## src/rtl/multicycle_cpu_core.sv

```systemverilog
// Multicycle CPU core: FETCH/DECODE/EXEC/MEM/WB sequencer over req/ack instruction and data buses.
// 3-5 cycles per instruction with zero-wait memories; each req cycle without ack stalls one cycle.
module multicycle_cpu_core #(
   parameter int DATA_W   = 18,
   parameter int ADDR_W   = 12,
   parameter int REG_AW   = 4,
   parameter int RESET_PC = 0,
   parameter bit R0_ZERO  = 1'b1
) (
   input  logic              clk,
   input  logic              reset,
   input  logic              run,
   output logic              imem_req,
   output logic [ADDR_W-1:0] imem_addr,
   input  logic              imem_ack,
   input  logic [DATA_W-1:0] imem_rdata,
   output logic              dmem_req,
   output logic              dmem_we,
   output logic [ADDR_W-1:0] dmem_addr,
   output logic [DATA_W-1:0] dmem_wdata,
   input  logic              dmem_ack,
   input  logic [DATA_W-1:0] dmem_rdata,
   output logic [ADDR_W-1:0] pc_out,
   output logic [2:0]        state_out,
   output logic              retire,
   output logic              halted
);

   typedef enum logic [2:0] {
      S_FETCH  = 3'd0,
      S_DECODE = 3'd1,
      S_EXEC   = 3'd2,
      S_MEM    = 3'd3,
      S_WB     = 3'd4,
      S_HALT   = 3'd5
   } state_t;

   localparam logic [4:0] OP_ADD  = 5'd0;
   localparam logic [4:0] OP_SUB  = 5'd1;
   localparam logic [4:0] OP_AND  = 5'd2;
   localparam logic [4:0] OP_OR   = 5'd3;
   localparam logic [4:0] OP_XOR  = 5'd4;
   localparam logic [4:0] OP_ANDI = 5'd6;
   localparam logic [4:0] OP_LD   = 5'd7;
   localparam logic [4:0] OP_ST   = 5'd8;
   localparam logic [4:0] OP_BEQ  = 5'd9;
   localparam logic [4:0] OP_JMP  = 5'd10;
   localparam logic [4:0] OP_HALT = 5'd31;
   localparam int         NREG    = 1 << REG_AW;

   state_t              state_q, state_d;
   logic [ADDR_W-1:0]   pc_q, pc_d;
   logic [DATA_W-1:0]   ir_q, ir_d;
   logic [DATA_W-1:0]   a_q, a_d, b_q, b_d, res_q, res_d;
   logic [ADDR_W-1:0]   daddr_q, daddr_d;
   logic                dwe_q, dwe_d;
   logic [DATA_W-1:0]   dwdata_q, dwdata_d;
   logic [DATA_W-1:0]   rf_q [NREG];
   logic [DATA_W-1:0]   rf_d [NREG];
   logic                retire_c;

   logic [4:0]          opcode;
   logic [REG_AW-1:0]   rd, rs1, rs2;
   logic [DATA_W-1:0]   imm_sext, imm_zext, joff_sext, alu_res;

   assign opcode    = ir_q[DATA_W-1 -: 5];
   assign rd        = ir_q[DATA_W-6 -: REG_AW];
   assign rs1       = ir_q[DATA_W-6-REG_AW -: REG_AW];
   assign rs2       = ir_q[REG_AW:1];
   assign imm_sext  = {{(DATA_W-5){ir_q[4]}}, ir_q[4:0]};
   assign imm_zext  = {{(DATA_W-5){1'b0}}, ir_q[4:0]};
   assign joff_sext = {{5{ir_q[DATA_W-6]}}, ir_q[DATA_W-6:0]};

   // Default result is rs1 + sext(imm5): covers ADDI and the LD/ST effective address.
   always_comb begin
      alu_res = a_q + imm_sext;
      case (opcode)
         OP_ADD:  alu_res = a_q + b_q;
         OP_SUB:  alu_res = a_q - b_q;
         OP_AND:  alu_res = a_q & b_q;
         OP_OR:   alu_res = a_q | b_q;
         OP_XOR:  alu_res = a_q ^ b_q;
         OP_ANDI: alu_res = a_q & imm_zext;
         default: ;
      endcase
   end

   always_comb begin
      state_d  = state_q;
      pc_d     = pc_q;
      ir_d     = ir_q;
      a_d      = a_q;
      b_d      = b_q;
      res_d    = res_q;
      daddr_d  = daddr_q;
      dwe_d    = dwe_q;
      dwdata_d = dwdata_q;
      rf_d     = rf_q;
      retire_c = 1'b0;
      case (state_q)
         S_FETCH: begin
            if (run && imem_ack) begin
               ir_d    = imem_rdata;
               pc_d    = pc_q + ADDR_W'(1);
               state_d = S_DECODE;
            end
         end
         S_DECODE: begin
            a_d     = rf_q[rs1];
            b_d     = (opcode == OP_ST || opcode == OP_BEQ) ? rf_q[rd] : rf_q[rs2];
            state_d = S_EXEC;
         end
         S_EXEC: begin
            if (opcode <= OP_ANDI) begin
               res_d   = alu_res;
               state_d = S_WB;
            end else if (opcode == OP_LD || opcode == OP_ST) begin
               daddr_d  = ADDR_W'(alu_res);
               dwe_d    = (opcode == OP_ST);
               dwdata_d = b_q;
               state_d  = S_MEM;
            end else begin
               // BEQ/JMP offsets apply to the already-incremented PC.
               retire_c = 1'b1;
               state_d  = (opcode == OP_HALT) ? S_HALT : S_FETCH;
               if (opcode == OP_BEQ && a_q == b_q) pc_d = pc_q + ADDR_W'(imm_sext);
               if (opcode == OP_JMP)               pc_d = pc_q + ADDR_W'(joff_sext);
            end
         end
         S_MEM: begin
            if (dmem_ack) begin
               if (dwe_q) begin
                  retire_c = 1'b1;
                  state_d  = S_FETCH;
               end else begin
                  res_d   = dmem_rdata;
                  state_d = S_WB;
               end
            end
         end
         S_WB: begin
            if (!(R0_ZERO && rd == '0)) rf_d[rd] = res_q;
            retire_c = 1'b1;
            state_d  = S_FETCH;
         end
         S_HALT:  state_d = S_HALT;
         default: state_d = S_FETCH;
      endcase
   end

   always_ff @(posedge clk or posedge reset) begin
      if (reset) begin
         state_q  <= S_FETCH;
         pc_q     <= ADDR_W'(RESET_PC);
         ir_q     <= '0;
         a_q      <= '0;
         b_q      <= '0;
         res_q    <= '0;
         daddr_q  <= '0;
         dwe_q    <= 1'b0;
         dwdata_q <= '0;
         for (int i = 0; i < NREG; i++) rf_q[i] <= '0;
      end else begin
         state_q  <= state_d;
         pc_q     <= pc_d;
         ir_q     <= ir_d;
         a_q      <= a_d;
         b_q      <= b_d;
         res_q    <= res_d;
         daddr_q  <= daddr_d;
         dwe_q    <= dwe_d;
         dwdata_q <= dwdata_d;
         rf_q     <= rf_d;
      end
   end

   // Fetch request is gated by reset so it drops the instant reset asserts, even with run high.
   assign imem_req   = (state_q == S_FETCH) && run && !reset;
   assign imem_addr  = pc_q;
   assign dmem_req   = (state_q == S_MEM);
   assign dmem_we    = dwe_q;
   assign dmem_addr  = daddr_q;
   assign dmem_wdata = dwdata_q;
   assign pc_out     = pc_q;
   assign state_out  = state_q;
   assign retire     = retire_c;
   assign halted     = (state_q == S_HALT);

endmodule

```

## config.mk

```make
export PLATFORM = sky130hd
export DESIGN_NAME = multicycle_cpu_core
export DESIGN_NICKNAME = d
export VERILOG_FILES = /design/src/rtl/multicycle_cpu_core.sv
export SDC_FILE = /design/constraint.sdc
export NUM_CORES = 1
export LEC_CHECK = 0
export ABC_AREA = 1
export BUFFER_PORTS_ARGS = -buffer_cell sky130_fd_sc_hd__buf_2
export CORE_ASPECT_RATIO = 1.25
export CORE_MARGIN = 1
export CORE_UTILIZATION = 50
export DETAILED_ROUTE_END_ITERATION = 8
export PLACE_DENSITY = 0.67
export SLEW_MARGIN = 20
export SYNTH_ARGS = -nofsm -noshare
export SYNTH_HDL_FRONTEND = slang
export SYNTH_SLANG_ARGS = --single-unit
```

## constraint.sdc

```tcl
create_clock -name clk -period 12.8 [get_ports clk]
set_clock_uncertainty 0.1 [all_clocks]
set_input_delay 1.28 -clock clk [delete_from_list [all_inputs] [get_ports clk]]
set_output_delay 1.28 -clock clk [all_outputs]
set_load 0.01 [all_outputs]
```

==> metrics.yaml <==
yosysWarnings: 0
switching_share_pct: 52.4
initial_core_util_pct: 50.8
cts_buffers: 44
synthAdderAreaFrac_pct: 4.17
max_freq_mhz: 252
ys_seq_elements: 406
grt_overflow: 0
crit_type: "flop to flop"
fp.coreArea_um2: 50600
p_per_area_nw_per_um2: 287
power_leakage_uw: 0.0121
dr_wl_met3_um: 10900
grt_util_all_layers_pct: 37.2
place.port_buffers: 102
hold_viol: 0
syn-num-nets: 3635
cts_tree: "yes"
worstSkewPairLatency_ps: 610
synth_top_family_by_area: "compound AO/OA/AOI/OAI gates"
antenna_left: 0
cp.arrival_ps: 4380
yosys.area.top_type: "dfrtp_1"
async_reset_ff_share_pct: 100
cts.sinks: 406
combPwrFrac_pct: 55.9
rows: 92
clk_pin_slew_ps: 60
highest_layer: "met5"
routed_via_density: 6.43
postCtsSetupBuffers: 0
netlist_instances: 3510
via_count: 26500
synthXorXnorAreaFrac_pct: 0.544
io_pins: 103
seqPwrFrac_pct: 27.8
clockPowerShare_pct: 16.3
end_kind: "flop"
rsz0062_at_grt: "false"
syn_area_per_cell_um2: 7.34
finalSetupTns_ps: 0
drive_gt1_share_pct: 7.89
dp_slack_ps: 8830
period_needed_ps: 3970
antenna_found_initial: 1
wl_met1_um: 37500
cp.required_ps: 13210
wl_um: 98500
wl_per_cell_um: 23.9
synth-compound-area-share_pct: 28.0
hold_depth: 0
grt_pass1_wl_um: 149000
grt_pass1_vias: 25100
worst_setup_path_start_kind: "flop"
die_w_um: 205
synth_area_leaders: "dfrtp_1 39%, o21ai_0 12%, nand2_1 9.5%, a21oi_1 5.3%, ha_1 3.9%"
synthFlopType: "dfrtp_1"
synthMuxAreaShare_pct: 0.131
outcome: "finished, final reports clean"
synth_simple_gate_area_share_pct: 18.9
cts_root_buf: "clkbuf_16"
placed_cells: 4036
r2r-start: "ir_q[13]"
fin_crit_sh_pct: 31.0
max_slew.worst_pin.slew_ps: 1190
r2r_setup_slack_ps: 8830
switchingPower_uw: 4170
report.final.slew_viol_count: 0
setup_violations: 0
met2_length_um: 43700
hold_path_class: "flop to flop"
synth_edf_count: 0
drcViolationCount: 0
drtIter0Drc: 3082
yosysTopAreaCellShare_pct: 39.4
htree_num_levels: 2
cts_resized: 0
ys_seq_area_share_pct: 39.4
finalNonFillerCells: 4117
grt_max_degree: 162
startpoint: "ir_q[13]"
area.growth.synth_to_final_pct: 7.39
fillers: 4867
maxCapViolCount: 0
gp_congestion: 0.999
diodes: 0
clockBufferDepth: 3
synth.distinct_cells: 44
reg2reg_depth: 15
die_y_um: 256
hold_buffers: 0
intPower_uw: 3780
dr.pass1.iters: 6
finalWorstSetupSlack_ps: 8830
syn_area_um2: 25800
critical_path.max_fanout: 23
die_area_um2: 52400
maxSlewHeadroom_pct: 20.6
worst_r2r_endpoint: "res_q[8]"
ir_drop_mv: 0.171
place.detailed.hpwl_um: 61400
nets: 3549
crit_end: "res_q[8]"
## flip-flops by register name, indices dropped and copies added, names as in the netlist
register and flops:
dmem_wdata 18, b_q 18, a_q 18, dmem_addr 12, dmem_we 1, state_out 3
ir_q 18, res_q 18, imem_addr 12, rf_q 288
## worst max-delay path: stages, from the launching register on
cell	delay, ps
dfrtp_1	430
nor2_1	340
nand3_1	670
nand2_1	630
o21ai_0	170
inv_1	90
ha_1	280
a21oi_1	260
nor2_1	60
nor2_1	90
nand2_1	130
xor2_1	270
nand2_1	90
nand3_1	100
nor2_1	50
o22ai_1	130
## cell usage in the layout (no fill, tap or decap), types with 42 or more instances in the layout
| cell | count |
|---|---|
| dfrtp_1 | 404 |
| o21ai_1 | 63 |
| nand3_1 | 177 |
| buf_2 | 102 |
| clkbuf_16 | 45 |
| a21oi_1 | 275 |
| o21ai_0 | 613 |
| ha_1 | 81 |
| nand2_1 | 650 |
| nor2_1 | 269 |
| a22oi_1 | 100 |
| inv_1 | 254 |
| o211ai_1 | 133 |
| buf_4 | 42 |
## synthesized netlist by cell type (5+ instances only)
cell type / count
nand2_1: 650
o21ai_0: 613
dfrtp_1: 406
a21oi_1: 275
nor2_1: 270
inv_1: 257
clkbuf_1: 193
nand3_1: 177
o211ai_1: 133
a22oi_1: 100
ha_1: 81
o21ai_1: 63
buf_2: 37
a221oi_1: 27
a31oi_1: 24
buf_4: 21
a211oi_1: 19
buf_1: 18
nor3_1: 16
o22ai_1: 15
nand4_1: 14
inv_2: 13
nand3_2: 13
xor2_1: 12
buf_6: 9
nor2_2: 6
nand2_2: 5
## metrics by stage
stage | util, % | instance area, µm² | hold WS (ps) | power [µW]
finish | 54.6 | 27700 | 330 | 7950
global placement | 51.8 | 26200 | 310 | 6400
global route | 54.6 | 27700 | 339 | 8440
floorplan | - | 25800 | 349 | 5090
detailed placement | 51.8 | 26200 | 317 | 6490
CTS | 54.6 | 27700 | 330 | 7800
## power groups by stage
stage | sequential, µW | clock, µW | combinational [µW]
2_1_floorplan | 2050 | 0 | 3040
3_3_place_gp | 2180 | 0 | 4220
3_5_place_dp | 2200 | 0 | 4290
4_1_cts | 2180 | 1310 | 4310
5_1_grt | 2250 | 1360 | 4830
6_report | 2210 | 1300 | 4440
## cell type report
cell class                      count  area (µm²)  share of cell area (%)
Sequential cell                   406       10200                    36.7
Multi-Input combinational cell   2552       13300                    48.2
Tap cell                          658         823                    2.98
Clock inverter                     19         161                   0.584
Clock buffer                       62        1270                    4.59
Timing Repair Buffer              146         857                    3.10
Inverter                          274        1050                    3.79
## worst min path at each step
stage               startpoint  slack, ps         to
finish               rf_q[274]        330  rf_q[274]
global route         rf_q[281]        340  rf_q[281]
floorplan            res_q[13]        350  res_q[13]
CTS                  rf_q[280]        330  rf_q[280]
global placement     rf_q[285]        310  rf_q[285]
detailed placement   rf_q[280]        320  rf_q[280]
## logic make-up after synthesis
logic type / after synthesis
AO/OA/AOI/OAI: 1280
AND/OR/NAND/NOR: 1169
buffers and inverters: 552
flip-flops: 406
adder cells (fa/ha/maj): 84
XOR/XNOR: 16
multiplexers: 3
## per-layer routing
metal,up-vias,global-route usage [%]
met1,12500,47.9
met2,1709,57.6
met4,2,21.3
met3,431,7.92
met5,-,0
li1,11900,-
Power figures use the tool's default switching activity.
